==> src/rtl/logic_unit_pkg.sv <==
// Shared opcode definitions for the pipelined bitwise logic unit.
package logic_unit_pkg;

  localparam int LU_OP_W = 3;

  typedef enum logic [LU_OP_W-1:0] {
    LU_AND   = 3'd0,
    LU_OR    = 3'd1,
    LU_XOR   = 3'd2,
    LU_XNOR  = 3'd3,
    LU_NAND  = 3'd4,
    LU_NOR   = 3'd5,
    LU_NOTA  = 3'd6,
    LU_PASSB = 3'd7
  } lu_op_e;

endpackage

==> src/rtl/logic_unit_core.sv <==
// Combinational bitwise operation plus result flags (zero, odd parity, all-ones).
module logic_unit_core
  import logic_unit_pkg::*;
#(
  parameter int WIDTH = 8
) (
  input  logic [LU_OP_W-1:0] op,
  input  logic [WIDTH-1:0]   a,
  input  logic [WIDTH-1:0]   b,
  output logic [WIDTH-1:0]   y,
  output logic               zero,
  output logic               parity,
  output logic               ones
);

  // Select the bitwise function; every opcode value is decoded.
  always_comb begin
    y = '0;
    case (lu_op_e'(op))
      LU_AND:   y = a & b;
      LU_OR:    y = a | b;
      LU_XOR:   y = a ^ b;
      LU_XNOR:  y = ~(a ^ b);
      LU_NAND:  y = ~(a & b);
      LU_NOR:   y = ~(a | b);
      LU_NOTA:  y = ~a;
      LU_PASSB: y = b;
    endcase
  end

  assign zero   = (y == '0);
  assign parity = ^y;
  assign ones   = &y;

endmodule

==> src/rtl/logic_unit_pipe.sv <==
// Two-stage valid/ready pipelined logic unit with an accumulator that can
// replace operand A. The accumulator is read and written in stage 2, so
// back-to-back accumulator operations chain without bubbles.
module logic_unit_pipe
  import logic_unit_pkg::*;
#(
  parameter int WIDTH = 8
) (
  input  logic               clk,
  input  logic               rst_n,
  input  logic               in_valid,
  output logic               in_ready,
  input  logic [LU_OP_W-1:0] in_op,
  input  logic [WIDTH-1:0]   in_a,
  input  logic [WIDTH-1:0]   in_b,
  input  logic               in_use_acc,
  input  logic               in_acc_wr,
  output logic               out_valid,
  input  logic               out_ready,
  output logic [WIDTH-1:0]   out_y,
  output logic               out_zero,
  output logic               out_parity,
  output logic               out_ones,
  output logic [WIDTH-1:0]   acc_q
);

  logic               r_vld_p1;
  logic [LU_OP_W-1:0] r_op_p1;
  logic [WIDTH-1:0]   r_a_p1;
  logic [WIDTH-1:0]   r_b_p1;
  logic               r_use_acc_p1;
  logic               r_acc_wr_p1;

  logic               r_vld_p2;
  logic [WIDTH-1:0]   r_y_p2;
  logic               r_zero_p2;
  logic               r_par_p2;
  logic               r_ones_p2;
  logic [WIDTH-1:0]   r_acc;

  logic               w_s2_en;
  logic               w_s1_en;
  logic               w_s2_load;
  logic [WIDTH-1:0]   w_a;
  logic [WIDTH-1:0]   w_y;
  logic               w_zero;
  logic               w_par;
  logic               w_ones;

  // Ready depends only on downstream state, never on in_valid.
  assign w_s2_en   = !r_vld_p2 || out_ready;
  assign w_s1_en   = !r_vld_p1 || w_s2_en;
  assign w_s2_load = w_s2_en && r_vld_p1;
  assign in_ready  = w_s1_en;

  // ---- stage 1: operand capture ----
  // S1 valid: loads on a transfer, clears when advancing without one.
  always_ff @(posedge clk or negedge rst_n) begin
    if (!rst_n) r_vld_p1 <= 1'b0;
    else if (w_s1_en) r_vld_p1 <= in_valid;
  end

  // S1 payload is only meaningful while r_vld_p1 is set, so it needs no reset.
  always_ff @(posedge clk) begin
    if (w_s1_en && in_valid) begin
      r_op_p1      <= in_op;
      r_a_p1       <= in_a;
      r_b_p1       <= in_b;
      r_use_acc_p1 <= in_use_acc;
      r_acc_wr_p1  <= in_acc_wr;
    end
  end

  // ---- stage 2: compute, flag and register result ----
  assign w_a = r_use_acc_p1 ? r_acc : r_a_p1;

  logic_unit_core #(.WIDTH(WIDTH)) u_core (
    .op     (r_op_p1),
    .a      (w_a),
    .b      (r_b_p1),
    .y      (w_y),
    .zero   (w_zero),
    .parity (w_par),
    .ones   (w_ones)
  );

  // Output register: holds under backpressure, drops valid when S1 is empty.
  always_ff @(posedge clk or negedge rst_n) begin
    if (!rst_n) begin
      r_vld_p2  <= 1'b0;
      r_y_p2    <= '0;
      r_zero_p2 <= 1'b1;
      r_par_p2  <= 1'b0;
      r_ones_p2 <= 1'b0;
    end else if (w_s2_en) begin
      r_vld_p2 <= r_vld_p1;
      if (r_vld_p1) begin
        r_y_p2    <= w_y;
        r_zero_p2 <= w_zero;
        r_par_p2  <= w_par;
        r_ones_p2 <= w_ones;
      end
    end
  end

  // Accumulator updates on the same edge that S2 loads an acc_wr transaction.
  always_ff @(posedge clk or negedge rst_n) begin
    if (!rst_n) r_acc <= '0;
    else if (w_s2_load && r_acc_wr_p1) r_acc <= w_y;
  end

  assign out_valid  = r_vld_p2;
  assign out_y      = r_y_p2;
  assign out_zero   = r_zero_p2;
  assign out_parity = r_par_p2;
  assign out_ones   = r_ones_p2;
  assign acc_q      = r_acc;

endmodule

==> config.mk <==
export PLATFORM = sky130hd
export DESIGN_NAME = logic_unit_pipe
export DESIGN_NICKNAME = d
export VERILOG_FILES = /design/src/rtl/logic_unit_pkg.sv /design/src/rtl/logic_unit_core.sv /design/src/rtl/logic_unit_pipe.sv
export SDC_FILE = /design/constraint.sdc
export NUM_CORES = 1
export LEC_CHECK = 0
export CAP_MARGIN = 10
export CORE_ASPECT_RATIO = 1.1
export CORE_MARGIN = 10
export CORE_UTILIZATION = 35
export CTS_CLUSTER_SIZE = 30
export DETAILED_ROUTE_END_ITERATION = 7
export DONT_BUFFER_PORTS = 1
export PLACE_DENSITY = 0.53
export SYNTH_ARGS = -nofsm -noshare
export SYNTH_HDL_FRONTEND = slang
export SYNTH_SLANG_ARGS = --single-unit
==> constraint.sdc <==
create_clock -name clk -period 3.7 [get_ports clk]
set_input_delay 0.37 -clock clk [delete_from_list [all_inputs] [get_ports clk]]
set_output_delay 0.37 -clock clk [all_outputs]
set_load 0.02 [all_outputs]
-- Word level (Yosys, flattened, before mapping)
Index checks and enable logic that the tools add are counted.
- bits in registers: 42
- latch bits: 0
- memory bits (writable): 0
- bits in read-only memories: 0
- output and inout port bits: 21
- memories: 0
- add/subtract/negate cells: 0
- multipliers: 0
- div/mod/pow operators: 0
- order comparisons: 0
- equality and inequality tests: 7
- shift-type cells: 0
- mux-type cells: 2
- bitwise operators: 7
- reduce and logical (&&, ||, !) cells: 12
- operators by type and width (cell ; number):
    one-hot mux 8 bit (8 select lines) ; 1
    NOT 8 bit ; 4
    equality test 3 bit, second input constant ; 4
    bitwise AND 8 bit ; 1
    logical NOT 8 bit ; 1
    2-to-1 mux 8 bit ; 1
    OR 8 bit ; 1
    AND reduction 8 bit ; 1
    parity 8 bit ; 1
    bitwise XOR 8 bit ; 1
    equality test 3 x 2 -> 1 bit, second input constant ; 2
    equality test 3 x 1 -> 1 bit, second input constant ; 1
    logical AND 1 bit ; 3
    logical NOT 3 bit ; 1
    logical NOT 1 bit ; 2
    logical OR 1 bit ; 2
    AND reduction 2 bit ; 1

-- Longest topological paths before layout
- depth after elaboration: 5
- gate-level depth with buffers: 12
- gate-level depth less buffers: 11

-- Cells and area by module
From an unflattened synthesis, not the netlist that was laid out.
- cells, all modules: 225
- area, all modules: 2772.7 um^2
- by module, submodules not included (module ; instances ; cells each ; area an instance (um^2) ; sequential area each (um^2)):
    logic_unit_pipe ; 1 ; 79 ; 1571.5 ; 1157.4
    logic_unit_core ; 1 ; 146 ; 1201.2 ; 0.0

-- Worst setup path after synthesis
OpenSTA, ideal clock, no wires.
- kind: register to register
- from: register r_use_acc_p1
- to: register r_par_p2, in the netlist out_parity
- library setup time: 136 ps
- data arrival time: 2600 ps
- required time: 3564 ps
- setup slack: 964 ps
- stages on the path, launching flop included: 12
- path buffers: 1
- cell sequence: edfxtp_1 > buf_2 > mux2i_1 > ha_1 > mux2_1 > a221o_1 > a31oi_4 > inv_1 > ha_1 > xnor2_1 > xnor2_1 > o21ai_0
- longest elaborated chain between the ends: 5
- elaborated cells on any way between the ends: 10
- classes of those cells: 2 x mux; 7 x bitwise; 1 x reduce/logical
- ends and longest elaborated chain (element ; RTL line ; text):
    start: declaration ; logic_unit_pipe.sv:31 ; logic r_use_acc_p1;
    start signal: assignment ; logic_unit_pipe.sv:69 ; r_use_acc_p1 <= in_use_acc;
    2-to-1 mux 8 bit (*) ; logic_unit_pipe.sv:75 ; assign w_a = r_use_acc_p1 ? r_acc : r_a_p1;
    OR 8 bit, or another cell as far along ; logic_unit_core.sv:21, logic_unit_core.sv:25 ;
    NOT 8 bit, on equally long branches ; logic_unit_core.sv:25, logic_unit_core.sv:23, logic_unit_core.sv:24 ;
    one-hot mux 8 bit (8 select lines) (*) ; logic_unit_core.sv:19 ; case (lu_op_e'(op))
    via u_core.y[4] ; logic_unit_core.sv:10 ; output logic [WIDTH-1:0] y,
    parity 8 bit (*) ; logic_unit_core.sv:32 ; assign parity = ^y;
    end signal: assignment ; logic_unit_pipe.sv:100 ; r_par_p2 <= w_par;
    end: declaration ; logic_unit_pipe.sv:37 ; logic r_par_p2;
The timed path passes the listed nets; every way through them passes the cells marked *.
A chain may end at the register's enable or synchronous reset.

-- Worst setup path after layout
Same ends and word-level chain as after synthesis.

==> results.cfg <==
[cts]
post_cts_resize_count = 0
cts_hold_buf = 1
cts-root-buf = clkbuf_8
clock_sinks = 42
cts_tree = done
cts_buffer_depth = 2
clock_latency_ns = 0.30
numCtsBuffers = 5
post-cts-setup-buffer-count = 0
path_clk_slew_ns = 0.09
cts_htree_levels = 2

[global_routing]
grt_pass1_wl_um = 9320
antenna_found_initial = 0
grt_overflow = 0
track_usage_pct = 10.3
grt_pass1_vias = 1674
grt_max_degree = 22

[place]
dpl_worst_slack_ns = 0.558
dp_hpwl_um = 4310
io_buffers = 0
place_congestion = 0.772
dp.cells = 303

[timing]
rsz0062_at_grt = no
setup_tns_ns = 0
finalSetupViolations = 0
skew_ns = 0.0115
relSlewSlack_pct = 37.0
fin_ws_ns = 0.591
slew_viol_final = 0
hold_ws_ns = 0.158
fmax_ghz = 0.322
period_needed_ns = 3.11
worst_slew_pin_slew_ns = 0.944
hold_viol = 0
fin_crit_sh_pct = 84.0

[min_path]
hold_class = in2reg

[die]
initial_core_util_pct = 35.6
die_w_um = 103
dieArea_um2 = 11400
core_area_um2 = 7390
ioPinCount = 46
die_height_um = 111
rows = 33

[routing]
via_per_inst = 5.12
num_vias = 1596
wl_per_cell_um = 18.1
drc = 0
drt_iter0_drc = 67
routed_wl_um = 5640
drt_pass1_iterations = 4
drtAntennaViolNets = 0

[cells_and_area]
antenna_cells = 0
nFillCells = 707
final_cells = 312
area_delta_synth_final_pct = 6.13
fin_util_pct = 37.8
drive_gt1_share_pct = 18.2
fin_nets = 273

[synthesis]
async_reset_ff_share_pct = 50.0
avgSynthCellArea_um2 = 11.7
ys_ff_latch = 42
synthCells = 226
seq_area_frac_synth_pct = 43.9
ys.flop_type = edfxtp_1
syn_area_um2 = 2630
ys_warn_count = 0
synth_nets = 275
synth-edff-count = 21
ys_types = 45

[setup_path]
path_class = reg2reg
crit_chain = mux2i_1 -> ha_1 -> mux2_4 -> a221o_1 -> a31oi_2 -> inv_1 -> ha_1 -> xnor2_1 -> xnor2_1 -> o21ai_0
ff2ff_setup_slack_ns = 0.59
slowest_delay_ns = 0.65
startpoint_type = flip-flop
critPathTopFamily = compound AO/OA/AOI/OAI gates
cp_slowest_cell = edfxtp_1
end_kind = flip-flop
crit_fanout = 8
crit_arrival_ns = 3.27
critPathRequiredTime_ns = 3.87
path_buf_inv = 1

[pwr]
power_density_nw_per_um2 = 507
ir_drop_mv = 0.126
leakage_nw = 1.19

[run_status]
status = completed

[run]
cap_violations = 0
## layout by cell type (no fill, tap or decap), types with 6 or more instances in the layout
master / synthesis / routed
mux2i_1: 10 / 10
edfxtp_1: 21 / 21
mux2_2: 11 / 11
inv_1: 22 / 22
or2_1: 6 / 6
xnor2_1: 7 / 7
ha_1: 24 / 24
o31ai_1: 10 / 10
nand2_1: 15 / 15
dfrtp_1: 20 / 20
nor2_1: 12 / 12
## worst paths after layout
kind                       cells after the start    startpoint         end
max                                           10  r_use_acc_p1  out_parity
min                                            0       in_a[3]   r_a_p1[3]
max reg2reg                                   10  r_use_acc_p1  out_parity
min reg2reg                                    1      r_vld_p1   out_valid
max in group asynchronous                      1         rst_n    acc_q[3]
min in group asynchronous                      1         rst_n    acc_q[5]
## kinds of logic after synthesis
family	count (synthesis)	share of synthesized area [%]
flops	42	43.9
xor+xnor	7	2.33
simple gates	56	11.4
compound gates	37	14.1
mux	26	10.9
buf+inv	34	5.89
fa+ha+maj	24	11.4
## layer usage
layer / vias to the layer above / wire [um] / track usage, %
li1: 800 / - / -
met1: 754 / 2580 / 13.6
met2: 37 / 2500 / 14.7
met3: 5 / 481 / 4.11
met4: 0 / 77 / 3.58
met5: - / 0 / 0
## power by group
group / switching, mW / total (mW) / internal (mW)
Clock: 0.170 / 0.345 / 0.175
Sequential: 0.147 / 0.714 / 0.567
Combinational: 0.184 / 0.358 / 0.174
## layout make-up
type                       instances  area [um^2]  area share, %
clock inverter                     1         6.26          0.224
tap                               87          109           3.89
timing repair buffer               2         17.5          0.627
clock buffer                       7         97.6           3.49
sequential                        42         1160           41.4
inverter                          23         86.3           3.09
multi-input combinational        150         1320           47.3
## metrics by stage
step                total power, mW  cell area (um^2)
floorplan                     0.998              2630
global route                   1.51              2800
detailed placement             1.09              2680
CTS                            1.44              2800
finish                         1.42              2800
global placement               1.08              2680
## flip-flops by register name (all words and copies together), names as in the netlist
name,cells
out_zero,1
out_ones,1
r_b_p1,8
r_use_acc_p1,1
r_op_p1,3
acc_q,8
r_acc_wr_p1,1
out_y,8
r_vld_p1,1
r_a_p1,8
out_valid,1
out_parity,1
## synth_stat cells (all sizes together), types with 2 or more instances
cell,number,area [um^2]
clkbuf,3,11.3
nor2,13,51.3
or2,6,37.5
ha,24,300
edfxtp,21,631
buf,8,57.6
dfrtp,20,500
nor2b,6,45.0
or3,4,25.0
o22ai,4,50.1
o21ai,3,15.0
nand4,2,12.5
o32ai,5,51.3
a2bb2oi,3,32.5
nand2,15,56.3
o31ai,10,75.1
xnor2,7,61.3
inv,23,86.3
a211oi,5,62.6
nand2b,3,18.8
nand3b,2,18.8
mux2,16,188
mux2i,10,100
a31oi,3,46.3
a221o,3,30.0
No activity file was read; power rests on OpenSTA's default activity.
